<file path="src/rtl/adder_arbiter.sv">
// adder_arbiter: two requesters share one WIDTH-bit adder under a
// round-robin grant; results are presented on a valid/ready port.
module adder_arbiter #(
  parameter int WIDTH = 9
) (
  input  logic             clk,
  input  logic             reset_n,
  input  logic             req0,
  input  logic [WIDTH-1:0] a0,
  input  logic [WIDTH-1:0] b0,
  output logic             gnt0,
  input  logic             req1,
  input  logic [WIDTH-1:0] a1,
  input  logic [WIDTH-1:0] b1,
  output logic             gnt1,
  output logic             out_valid,
  input  logic             out_ready,
  output logic [WIDTH-1:0] out_sum,
  output logic             out_carry,
  output logic             out_id,
  output logic [7:0]       carry_cnt
);

  typedef enum logic [1:0] {
    IDLE    = 2'd0,
    COMPUTE = 2'd1,
    HOLD    = 2'd2
  } state_t;

  state_t           state;
  state_t           state_nx;
  logic             last;
  logic             win;
  logic             any_req;
  logic             accept;
  logic             gnt0_d;
  logic             gnt1_d;
  logic             valid_d;
  logic             cnt_inc;
  logic [WIDTH-1:0] op_a;
  logic [WIDTH-1:0] op_b;
  logic [WIDTH:0]   sum;

  assign any_req = req0 | req1;
  assign accept  = out_valid & out_ready;
  assign sum     = {1'b0, op_a} + {1'b0, op_b};

  // last holds the index granted most recently; a tie goes to the other one
  always_comb begin
    win = 1'b0;
    unique case (1'b1)
      (req0 & req1):  win = ~last;
      (req1 & ~req0): win = 1'b1;
      default:        win = 1'b0;
    endcase
  end

  always_ff @(posedge clk or negedge reset_n) begin
    if (!reset_n) begin
      state <= IDLE;
    end else begin
      state <= state_nx;
    end
  end

  always_comb begin
    state_nx = state;
    unique case (state)
      IDLE:    if (any_req) state_nx = COMPUTE;
      COMPUTE: state_nx = HOLD;
      HOLD:    if (accept) state_nx = IDLE;
      default: state_nx = IDLE;
    endcase
  end

  // out_valid rises one cycle into HOLD, so the first HOLD cycle marks the rise
  always_comb begin
    gnt0_d  = (state == IDLE) & any_req & ~win;
    gnt1_d  = (state == IDLE) & any_req & win;
    valid_d = (state == HOLD) & ~accept;
    cnt_inc = (state == HOLD) & ~out_valid & out_carry
            & (carry_cnt != 8'hFF);
  end

  always_ff @(posedge clk or negedge reset_n) begin
    if (!reset_n) begin
      gnt0      <= 1'b0;
      gnt1      <= 1'b0;
      out_valid <= 1'b0;
      out_sum   <= '0;
      out_carry <= 1'b0;
      out_id    <= 1'b0;
      carry_cnt <= 8'd0;
      last      <= 1'b1;
      op_a      <= '0;
      op_b      <= '0;
    end else begin
      gnt0      <= gnt0_d;
      gnt1      <= gnt1_d;
      out_valid <= valid_d;
      if (gnt0_d | gnt1_d) begin
        op_a   <= win ? a1 : a0;
        op_b   <= win ? b1 : b0;
        out_id <= win;
        last   <= win;
      end
      if (state == COMPUTE) begin
        {out_carry, out_sum} <= sum;
      end
      if (cnt_inc) begin
        carry_cnt <= carry_cnt + 8'd1;
      end
    end
  end

endmodule

</file>
<file path="config.mk">
export PLATFORM = sky130hd
export DESIGN_NAME = adder_arbiter
export DESIGN_NICKNAME = d
export VERILOG_FILES = /design/src/rtl/adder_arbiter.sv
export SDC_FILE = /design/constraint.sdc
export NUM_CORES = 1
export LEC_CHECK = 0
export ABC_AREA = 1
export BUFFER_PORTS_ARGS = -buffer_cell sky130_fd_sc_hd__buf_2
export CORE_ASPECT_RATIO = 0.5
export CORE_MARGIN = 2
export CORE_UTILIZATION = 30
export CTS_CLUSTER_DIAMETER = 50
export CTS_CLUSTER_SIZE = 10
export DETAILED_ROUTE_END_ITERATION = 10
export PLACE_DENSITY = 0.62
export RECOVER_POWER = 100
export SETUP_SLACK_MARGIN = 0.4
export SLEW_MARGIN = 20
export SYNTH_ARGS = -nofsm -noshare
export SYNTH_HDL_FRONTEND = slang
export SYNTH_SLANG_ARGS = --single-unit
</file>
<file path="constraint.sdc">
create_clock -name clk -period 1.9 [get_ports clk]
set_input_delay 0 -clock clk [delete_from_list [all_inputs] [get_ports clk]]
set_output_delay 0 -clock clk [all_outputs]
set_load 0.005 [all_outputs]
</file>
-- Word level (Yosys, flattened, before mapping)
Cells that the tools add are included.
- output and inout bits: 22
- bits in registers: 43
- mux-type cells: 6
- equal/unequal tests: 5
- reductions and logical operators: 2
- bitwise gates (word level): 17
- add/sub/neg operators: 2
- operator list (kind ; count):
    9-bit 2-to-1 mux ; 2
    9-bit by 9-bit adder with 10-bit output ; 1
    1-bit bitwise AND ; 10
    8-bit by 1-bit adder with 8-bit output, second input constant ; 1
    8-bit inequality test, second input constant ; 1
    2-bit one-hot mux with 3 select lines ; 1
    1-bit NOT ; 5
    2-bit 2-to-1 mux ; 2
    2-bit inequality test, second input constant ; 2
    2-bit by 1-bit == test with 1-bit output, second input constant ; 1
    2-bit == test, second input constant ; 1
    2-bit logical NOT ; 1
    1-bit bitwise OR ; 2
    1-bit one-hot mux with 2 select lines ; 1
    2-bit AND reduction ; 1

-- Logic depth before layout (Yosys ltp)
Gate-level depths: netlist of run 1.
- depth in word-level cells: 6
- depth in mapped cells: 11
- depth with buffers taken out: 11

-- Worst setup path after synthesis of run 1
OpenSTA, ideal clock, no wires.
- path type: register to register
- from: reg op_a[0]
- to: reg out_sum[4]
- arrival: 1348 ps
- path buffers: 0
- cell stages (with the launch flop): 11
- slack: 426 ps
- setup time: 126 ps
- path through: dfrtp_1 ha_1 inv_1 fa_1 inv_1 nand2_1 nand2_1 and2_1 nand2_1 nand2_1 o21ai_0
- longest elaborated chain between the ends: 1
- ends and longest elaborated chain (element ; line ; RTL):
    start, declared ; 40 ; logic [WIDTH-1:0] op_a;
    start signal, assigned ; 102 ; op_a <= win ? a1 : a0;
    9-bit by 9-bit adder with 10-bit output ; 46 ; assign sum = {1'b0, op_a} + {1'b0, op_b};
    end signal, assigned ; 108 ; {out_carry, out_sum} <= sum;
    end, declared ; 18 ; output logic [WIDTH-1:0] out_sum,
No other way between the ends.
A chain may end at the register's enable or synchronous reset.

-- Worst setup path in the final report of run 1
- from: reg state[1]
- to: reg op_a[6]
- longest elaborated chain between the ends: 4
- elaborated cells between the ends (all ways): 5
- those cells by class: bitwise: 4; reduce/logical: 1
- ends and longest elaborated chain (element ; line ; RTL):
    start, declared ; 30 ; state_t state;
    start signal, assigned ; 62 ; state <= state_nx;
    2-bit logical NOT * ; 78, 79 ;
    1-bit bitwise AND * ; 78, 79 ;
    1-bit bitwise AND, on equally long branches ; 78, 79 ;
    1-bit bitwise OR * ; 101 ; if (gnt0_d | gnt1_d) begin
Every way passes the cells marked *; elsewhere a longest branch is shown, timed or not.

==> results summary, run 1 <==
The unique cell type count in the Yosys netlist is 29. The adder-cell area share of the yosys netlist is 0.0625. The critical path in this run is classified as reg -> reg. The number of cells on the worst hold path is 4. The length in cells of the worst reg-to-reg path came out at 7. After synthesis, the mean cell area works out to 8.06 um^2. The cell taking the most area after synthesis is sky130_fd_sc_hd__dfrtp_1. The worst min-delay path class is in -> reg. Dividing the final minimum period by the clock period gives 0.880.

The floorplan die area is 8500 um^2. Buffers placed on the I/O ports in this run total 62. The synthesized-area fraction occupied by and/or/nand/nor cells is 0.355. The maximum number of buffers from clock root to sink is 2. The synthesized-area fraction occupied by ao, oa, aoi and oai cells is 0.0350. The floorplan has 22 rows. The flow ran to the end, and the final reports show no timing, DRC or antenna violations.

The biggest fanout along the worst timing path came out at 8. The worst path required time came out at 2.12 ns. The remaining routing DRC violations came out at 0. The CTS tree is done. Routability-driven placement finished with a final weighted congestion of 0.827. The die extent in x is 128 um. The tree is rooted in a sky130_fd_sc_hd__clkbuf_16. Yosys mapped a number of flops with a built-in enable equal to 0. The count of endpoints failing hold in the final timing report came out at 0. The xor-xnor portion of the synthesized cell area is 0.0226. The clock latency reported for the late side of the worst-skew pair is 0.29 ns. The starting density of the core came out at 0.313.

The TritonCTS buffer count is 5. The fraction of synthesis flops using an asynchronous set or reset pin is 1.00. The clock period could shrink to 1.67 ns. The core outline area came out at 7400 um^2.

The total global routing track utilization came out at 0.153. The multiplexer share of the synthesized area is 0. Wires add up to 6310 um. The max capacitance violation total came out at 0. The most used flip-flop cell after synthesis is sky130_fd_sc_hd__dfrtp_1. For this design the ratio of total power to cell area is 1530 nW/um^2.

The number of global-route vias before repair is 2090. The register clock-pin slew on the reported worst setup and hold paths came out at 0.06 ns. The setup slack on the worst flop-to-flop path came out at 0.23 ns. The count of boundary I/O pins came out at 63. Setup repair after global routing could not meet its margin everywhere. The H-tree depth came out at 2.

The setup violation total in the final timing report is 0. The initial antenna violation count is 0. At the pin with the least slew margin, the transition time is 1.08 ns. The most common cell in the synthesized netlist is sky130_fd_sc_hd__nand2_1. The sum of negative setup slack came out at 0 ns. In this run, synthesis produced a sequential element count of 43. The share of layout cells above drive strength 1 came out at 0.241.

The net count after synthesis is 340. For the worst setup path, the data arrival time is 1.89 ns. For this run, the number of Yosys warnings is 0. The number of antenna diodes in the final layout is 0.

By area the synthesized netlist is led by sky130_fd_sc_hd__dfrtp_1 (45%), sky130_fd_sc_hd__nand2_1 (19%), sky130_fd_sc_hd__nand3_1 (6.3%). The number of detailed-route iterations in the first pass came out at 4. The area of the mapped netlist is 2320 um^2.

The pin count of the biggest net entering global routing came out at 22. The worst setup path is captured at a register. The starting DRC count in detailed routing came out at 151. For this design the static power due to leakage is 1.76 nW. The final hold slack came out at 0.106 ns. The clock arrives with 0.00525 ns of skew.

The final net count came out at 461. The portion of synthesized cell area occupied by the leading cell type came out at 0.453. The per-cell routed wire length is 12.5 um.

After synthesis, the largest family of logic cells by area is simple AND/OR/NAND/NOR gates. The sequential-to-total area share from yosys stat came out at 0.464. The wire length of the first global-routing pass came out at 10000 um. The remaining number of nets flagged by the antenna check after routing came out at 0.

The worst setup path is launched from a register. The number of sinks handled by clock tree synthesis came out at 43. Measured along the y axis, the die boundary spans 66.2 um.

The commonest cells after synthesis are sky130_fd_sc_hd__nand2_1 (115), sky130_fd_sc_hd__dfrtp_1 (42), sky130_fd_sc_hd__nand3_1 (29). The highest ir drop seen on vdd is 538 uV. The area growth from synthesis to layout is 49.1%. The via-per-instance ratio came out at 4.43. The post-synthesis cell count came out at 288.

The highest clock frequency the design can meet is 0.598 GHz. The detailed-placement wirelength estimate came out at 3830 um. The remaining global-route overflow came out at 0. The final route contains 2244 vias. The number of max-slew violations in the final report came out at 0. The relative max-transition margin is 0.278.
-- cell usage in the layout, fill, tap and decap left out, types with 2 or more instances in the layout --
cell type | synthesis | final
sky130_fd_sc_hd__nand2_1 | 115 | 121
sky130_fd_sc_hd__buf_2 | 1 | 52
sky130_fd_sc_hd__dfrtp_1 | 42 | 42
sky130_fd_sc_hd__dlygate4sd3_1 | 0 | 38
sky130_fd_sc_hd__nand3_1 | 29 | 27
sky130_fd_sc_hd__inv_1 | 23 | 22
sky130_fd_sc_hd__clkbuf_1 | 2 | 14
sky130_fd_sc_hd__nor2_1 | 14 | 13
sky130_fd_sc_hd__buf_4 | 0 | 11
sky130_fd_sc_hd__clkbuf_16 | 0 | 6
sky130_fd_sc_hd__a21oi_1 | 5 | 5
sky130_fd_sc_hd__o21ai_0 | 6 | 5
sky130_fd_sc_hd__ha_1 | 10 | 5
sky130_fd_sc_hd__ha_4 | 0 | 5
sky130_fd_sc_hd__nand2_2 | 11 | 4
sky130_fd_sc_hd__nor2_2 | 1 | 3
sky130_fd_sc_hd__xor2_1 | 3 | 3
sky130_fd_sc_hd__xnor2_1 | 3 | 3
sky130_fd_sc_hd__nand3b_1 | 3 | 3
sky130_fd_sc_hd__nor3_1 | 2 | 2
sky130_fd_sc_hd__o211ai_1 | 2 | 2
sky130_fd_sc_hd__or2_2 | 3 | 2
sky130_fd_sc_hd__nand3_2 | 0 | 2
sky130_fd_sc_hd__and2_1 | 2 | 2
sky130_fd_sc_hd__clkbuf_8 | 0 | 2
sky130_fd_sc_hd__clkbuf_2 | 0 | 2
-- where the power goes --
group	leakage (nW)	total, mW	internal (mW)	switching [mW]
combinational	1.15	2.73	1.27	1.46
sequential	0.540	1.63	1.33	0.301
clock	0.0772	0.914	0.560	0.353
total	1.76	5.28	3.16	2.12
-- worst max-delay path: stages (launching register included) --
cell and delay [ns]:
sky130_fd_sc_hd__dfrtp_1 0.39, sky130_fd_sc_hd__or2_0 0.30, sky130_fd_sc_hd__nor2_8 0.21, sky130_fd_sc_hd__clkinv_8 0.09
sky130_fd_sc_hd__nor2_2 0.28, sky130_fd_sc_hd__clkbuf_16 0.22, sky130_fd_sc_hd__nand2_1 0.05, sky130_fd_sc_hd__nand3_1 0.06
-- worst paths after layout --
check / start / end
min in group asynchronous: reset_n / gnt0
min reg2reg: last / last
max reg2reg: state[1] / op_a[6]
max in group asynchronous: reset_n / out_sum[1]
min: req0 / last
max: state[1] / op_a[6]
-- repair_timing --
action | CTS | global route
endpoints found under the hold margin | 37 | 0
buffers inserted | 6 | 9
resized for setup | 9 | 19
endpoints found under the setup margin | 12 | 25
gates cloned | 0 | 1
pin swaps | 6 | 11
hold buffers | 38 | 0
-- stage by stage --
stage,util,instance area [um^2],power [mW],std cells,setup slack [ns]
after floorplan,-,2320,3.19,288,0.426
after global placement,0.369,2730,3.78,444,0.363
after detailed placement,0.369,2730,3.79,444,0.284
after CTS,0.453,3350,4.95,496,0.301
after global routing,0.467,3460,5.80,506,0.127
final,0.467,3460,5.28,506,0.229
-- flip-flops by register name, indices dropped and copies added, names as in the netlist --
name and count:
op_b 9, out_carry 1, out_sum 9, state 2
carry_cnt 8, gnt0 1, last 1, gnt1 1
out_valid 1, out_id 1, op_a 9
-- area by class of cell --
class / count / area [um^2]
Clock buffer: 8 / 156
Tap cell: 96 / 120
Fill cell: 724 / 3950
Inverter: 25 / 114
Timing Repair Buffer: 119 / 838
Sequential cell: 43 / 1080
Multi-Input combinational cell: 215 / 1150
-- kinds of logic (layout without fill, tap and decap cells) --
| family | Yosys count | in the layout |
|---|---|---|
| adder cells (fa/ha/maj) | 11 | 11 |
| buffers and inverters | 30 | 152 |
| flip-flops | 43 | 43 |
| AND/OR/NAND/NOR | 184 | 184 |
| XOR/XNOR | 6 | 6 |
| AO/OA/AOI/OAI | 14 | 14 |
-- layer usage --
metal / share of wire / global-route usage / vias up
met5: 0 / 0 / -
met4: 0.014 / 0.0440 / 0
met3: 0.045 / 0.0348 / 11
met2: 0.47 / 0.243 / 49
met1: 0.48 / 0.210 / 1035
li1: - / - / 1149
Power figures use the tool's default switching activity.
==> run 2: changes to the inputs <==
--- a/config.mk
+++ b/config.mk
@@ -7,7 +7,7 @@
 export LEC_CHECK = 0
 export ABC_AREA = 1
 export BUFFER_PORTS_ARGS = -buffer_cell sky130_fd_sc_hd__buf_2
-export CORE_ASPECT_RATIO = 0.5
+export CORE_ASPECT_RATIO = 0.7
 export CORE_MARGIN = 2
 export CORE_UTILIZATION = 30
 export CTS_CLUSTER_DIAMETER = 50
==> run 2 against run 1 <==
  * Critical path depth rose by 4
  * Sequential power about the same
  * Register-to-register slack improved by 0.05 ns
  * Via count grew 1.2%
  * Sequential share of layout area increased by 0.28 points
  * Sequential cell count unchanged
  * Clock power decreased by 7.0%
  * Final cell count is 0.20% lower
  * Critical endpoint is now out_sum[8]
  * Largest cell class unchanged
  * Highest routed layer unchanged
==> results summary, run 2 (synthesis gave the netlist of run 1 again) <==
The count of endpoints failing hold in the final timing report came out at 0. The per-cell routed wire length is 12.4 um. The overall routed net length is 6280 um. In this run the most used layer during global routing was met2. The register clock-pin slew on the reported worst setup and hold paths is 0.08 ns. The largest single stage delay on the critical path is 0.35 ns. The highest ir drop seen on vdd is 498 uV.

The routability congestion estimate from global placement is 0.838. In this run the worst hold path is classified as in -> reg. The post-layout instance area came out at 3430 um^2.

The total global routing track utilization is 0.156. Measured against its own limit, the worst slew margin works out to 0.280. The layout has 712 filler cells. The largest registers in the layout are op_a: 9 flops, op_b: 9 flops, out_sum: 9 flops. The library cell used most frequently in the layout, excluding fill and tap cells, is sky130_fd_sc_hd__nand2_1.

The pin count of the biggest net entering global routing came out at 44. The run finished with clean final reports. The global routing usage on met1 came out at 0.203. The power per standard cell area is 1520 nW/um^2. The number of sinks handled by clock tree synthesis is 43.

The sum of negative setup slack came out at 0 ns. The top cell types in the final layout, fill and taps aside, are sky130_fd_sc_hd__nand2_1 (115), sky130_fd_sc_hd__buf_2 (50), sky130_fd_sc_hd__dfrtp_1 (42), sky130_fd_sc_hd__dlygate4sd3_1 (38), sky130_fd_sc_hd__nand3_1 (27). The overall die height came out at 77.6 um. The critical path is of the reg -> reg type. In the routed layout, each cell is associated on average with a via count of 4.50. The sequential cell area in the final layout is 1080 um^2. The biggest fanout along the worst timing path is 3. The H-tree was split into 2 levels. The detail route stage leaves a number of antenna-violating nets equal to 0. In this run the cell area measured after placement is 2740 um^2.

The floorplan die area came out at 8470 um^2. The count of antenna diodes in the layout is 0. The starting density of the core came out at 0.314. The starting DRC count in detailed routing is 63. Summing all multi-input logic gate instances after layout gives 1180 um^2. The transition time of the tightest slew-check pin is 1.08 ns.

The vias after detailed routing is 2270. The first TritonRoute pass finished after 4 iterations. Among cell families on the critical path, the largest total delay comes from simple AND/OR/NAND/NOR gates. The detailed-placement wirelength estimate came out at 4150 um.

In this design, the critical path's most frequently occurring cell is sky130_fd_sc_hd__nand2_1. In the finished design, the share of the clock period the worst path needs comes to 0.854. TritonCTS created 5 clock buffers. The clock latency reported for the late side of the worst-skew pair came out at 0.30 ns. The type of origin of the critical path is a register.

The placement row count is 26. The count of boundary I/O pins is 63. Input and output buffers added on the ports amount to 62. The share of layout cells above drive strength 1 is 0.256.

STA classifies the critical path endpoint as a register. The slowest stage of the critical path belongs to the cell sky130_fd_sc_hd__dfrtp_1. The met2 track utilization from global routing came out at 0.245. The number of max-slew violations in the final report was 0. Between clock sinks in the finished design, the worst skew comes to 0.00640 ns. The standby leakage power came out at 1.75 nW. The area growth from synthesis to layout is 47.7%. The maximum number of buffers from clock root to sink is 2. The remaining global-route overflow is 0. The number of buffers and inverters on the critical path is 2. The number of global-route vias before repair is 2271.

The initial antenna violation count is 0. CTS placed an instance of sky130_fd_sc_hd__clkbuf_8 at the clock tree root. The die extent in x came out at 109 um.

Setup violations remaining at the end of the flow were counted as 0. For the worst setup path, the data required time is 2.10 ns. The CTS tree is done. STA puts the critical path data arrival time at 1.82 ns. Setup repair after global routing could not meet its margin everywhere. The region available for standard cell placement spans 7380 um^2. Traced cell by cell, the critical path runs through ha_1 -> inv_2 -> fa_2 -> inv_1 -> nand2_4 -> nand2_1 -> nand3_2 -> nand2_2 -> nand2_1 -> nand3_2 -> nand2_1. The max capacitance violation total came out at 0. After detailed routing, the number of remaining DRC violations is 0. The final net count came out at 458.

For this run, global-route usage on met3 was measured as 0.0496. The wire length of the first global-routing pass came out at 10300 um. The smallest clock period supported by the final layout is computed as 1.62 ns. The highest clock frequency the design can meet is 0.616 GHz.
## run 2: cell types whose count changed in the layout (fill, tap and decap cells not counted), moves of 3 or more
cell	previous run	this run
sky130_fd_sc_hd__nand2_2	4	10
sky130_fd_sc_hd__clkbuf_8	2	5
sky130_fd_sc_hd__clkbuf_16	6	0
sky130_fd_sc_hd__nand2_1	121	115
## run 2: where the power goes
group | total [mW] | switching, mW | internal (mW) | leakage [nW]
sequential | 1.62 | 0.296 | 1.32 | 0.540
clock | 0.850 | 0.325 | 0.525 | 0.0654
combinational | 2.73 | 1.51 | 1.22 | 1.15
total | 5.20 | 2.13 | 3.07 | 1.75
## run 2: worst paths after layout
path | startpoint | endpoint | slack, ns | depth (start not counted)
max | op_a[0] | out_sum[8] | 0.28 | 11
min | req1 | state[0] | 0.13 | 4
min reg2reg | out_sum[0] | out_sum[0] | 0.48 | 2
max in group asynchronous | reset_n | op_a[2] | 0.73 | 3
max reg2reg | op_a[0] | out_sum[8] | 0.28 | 11
min in group asynchronous | reset_n | carry_cnt[7] | 0.50 | 3
## run 2: repair_timing
action                                  in CTS  in global routing
endpoints found under the setup margin      19                 28
buffers inserted                             5                  9
resized for setup                           10                 21
hold buffers                                38                  0
endpoints found under the hold margin       62                  0
pin swaps                                    5                  8
## run 2: metal layers
metal | vias up | part of all wire
met2 | 43 | 0.47
met3 | 9 | 0.043
li1 | 1141 | -
met4 | 0 | 0.014
met5 | - | 0
met1 | 1077 | 0.47
## run 2: layout make-up
cell class | instances | share of cell area
sequential | 43 | 0.314
timing repair buffer | 116 | 0.234
multi-input combinational | 215 | 0.345
clock inverter | 2 | 0.0175
tap | 98 | 0.0358
inverter | 25 | 0.0325
clock buffer | 6 | 0.0212
## run 2: tightest hold or removal path, cell delays in order
cell and delay, ns:
sky130_fd_sc_hd__buf_2 0.09, sky130_fd_sc_hd__nor2_2 0.05, sky130_fd_sc_hd__nor2_8 0.14, sky130_fd_sc_hd__buf_4 0.13
## run 2: stage by stage
| stage | hold WS, ns | cells | worst slack, ns | power (mW) | util |
|---|---|---|---|---|---|
| floorplan | -0.296 | 288 | 0.426 | 3.19 | - |
| global placement | -0.00304 | 445 | 0.332 | 3.80 | 0.371 |
| detailed placement | -0.00461 | 445 | 0.294 | 3.86 | 0.371 |
| CTS | 0.0248 | 496 | 0.354 | 5.01 | 0.454 |
| global route | 0.134 | 505 | 0.166 | 5.70 | 0.464 |
| finish | 0.134 | 505 | 0.278 | 5.20 | 0.464 |
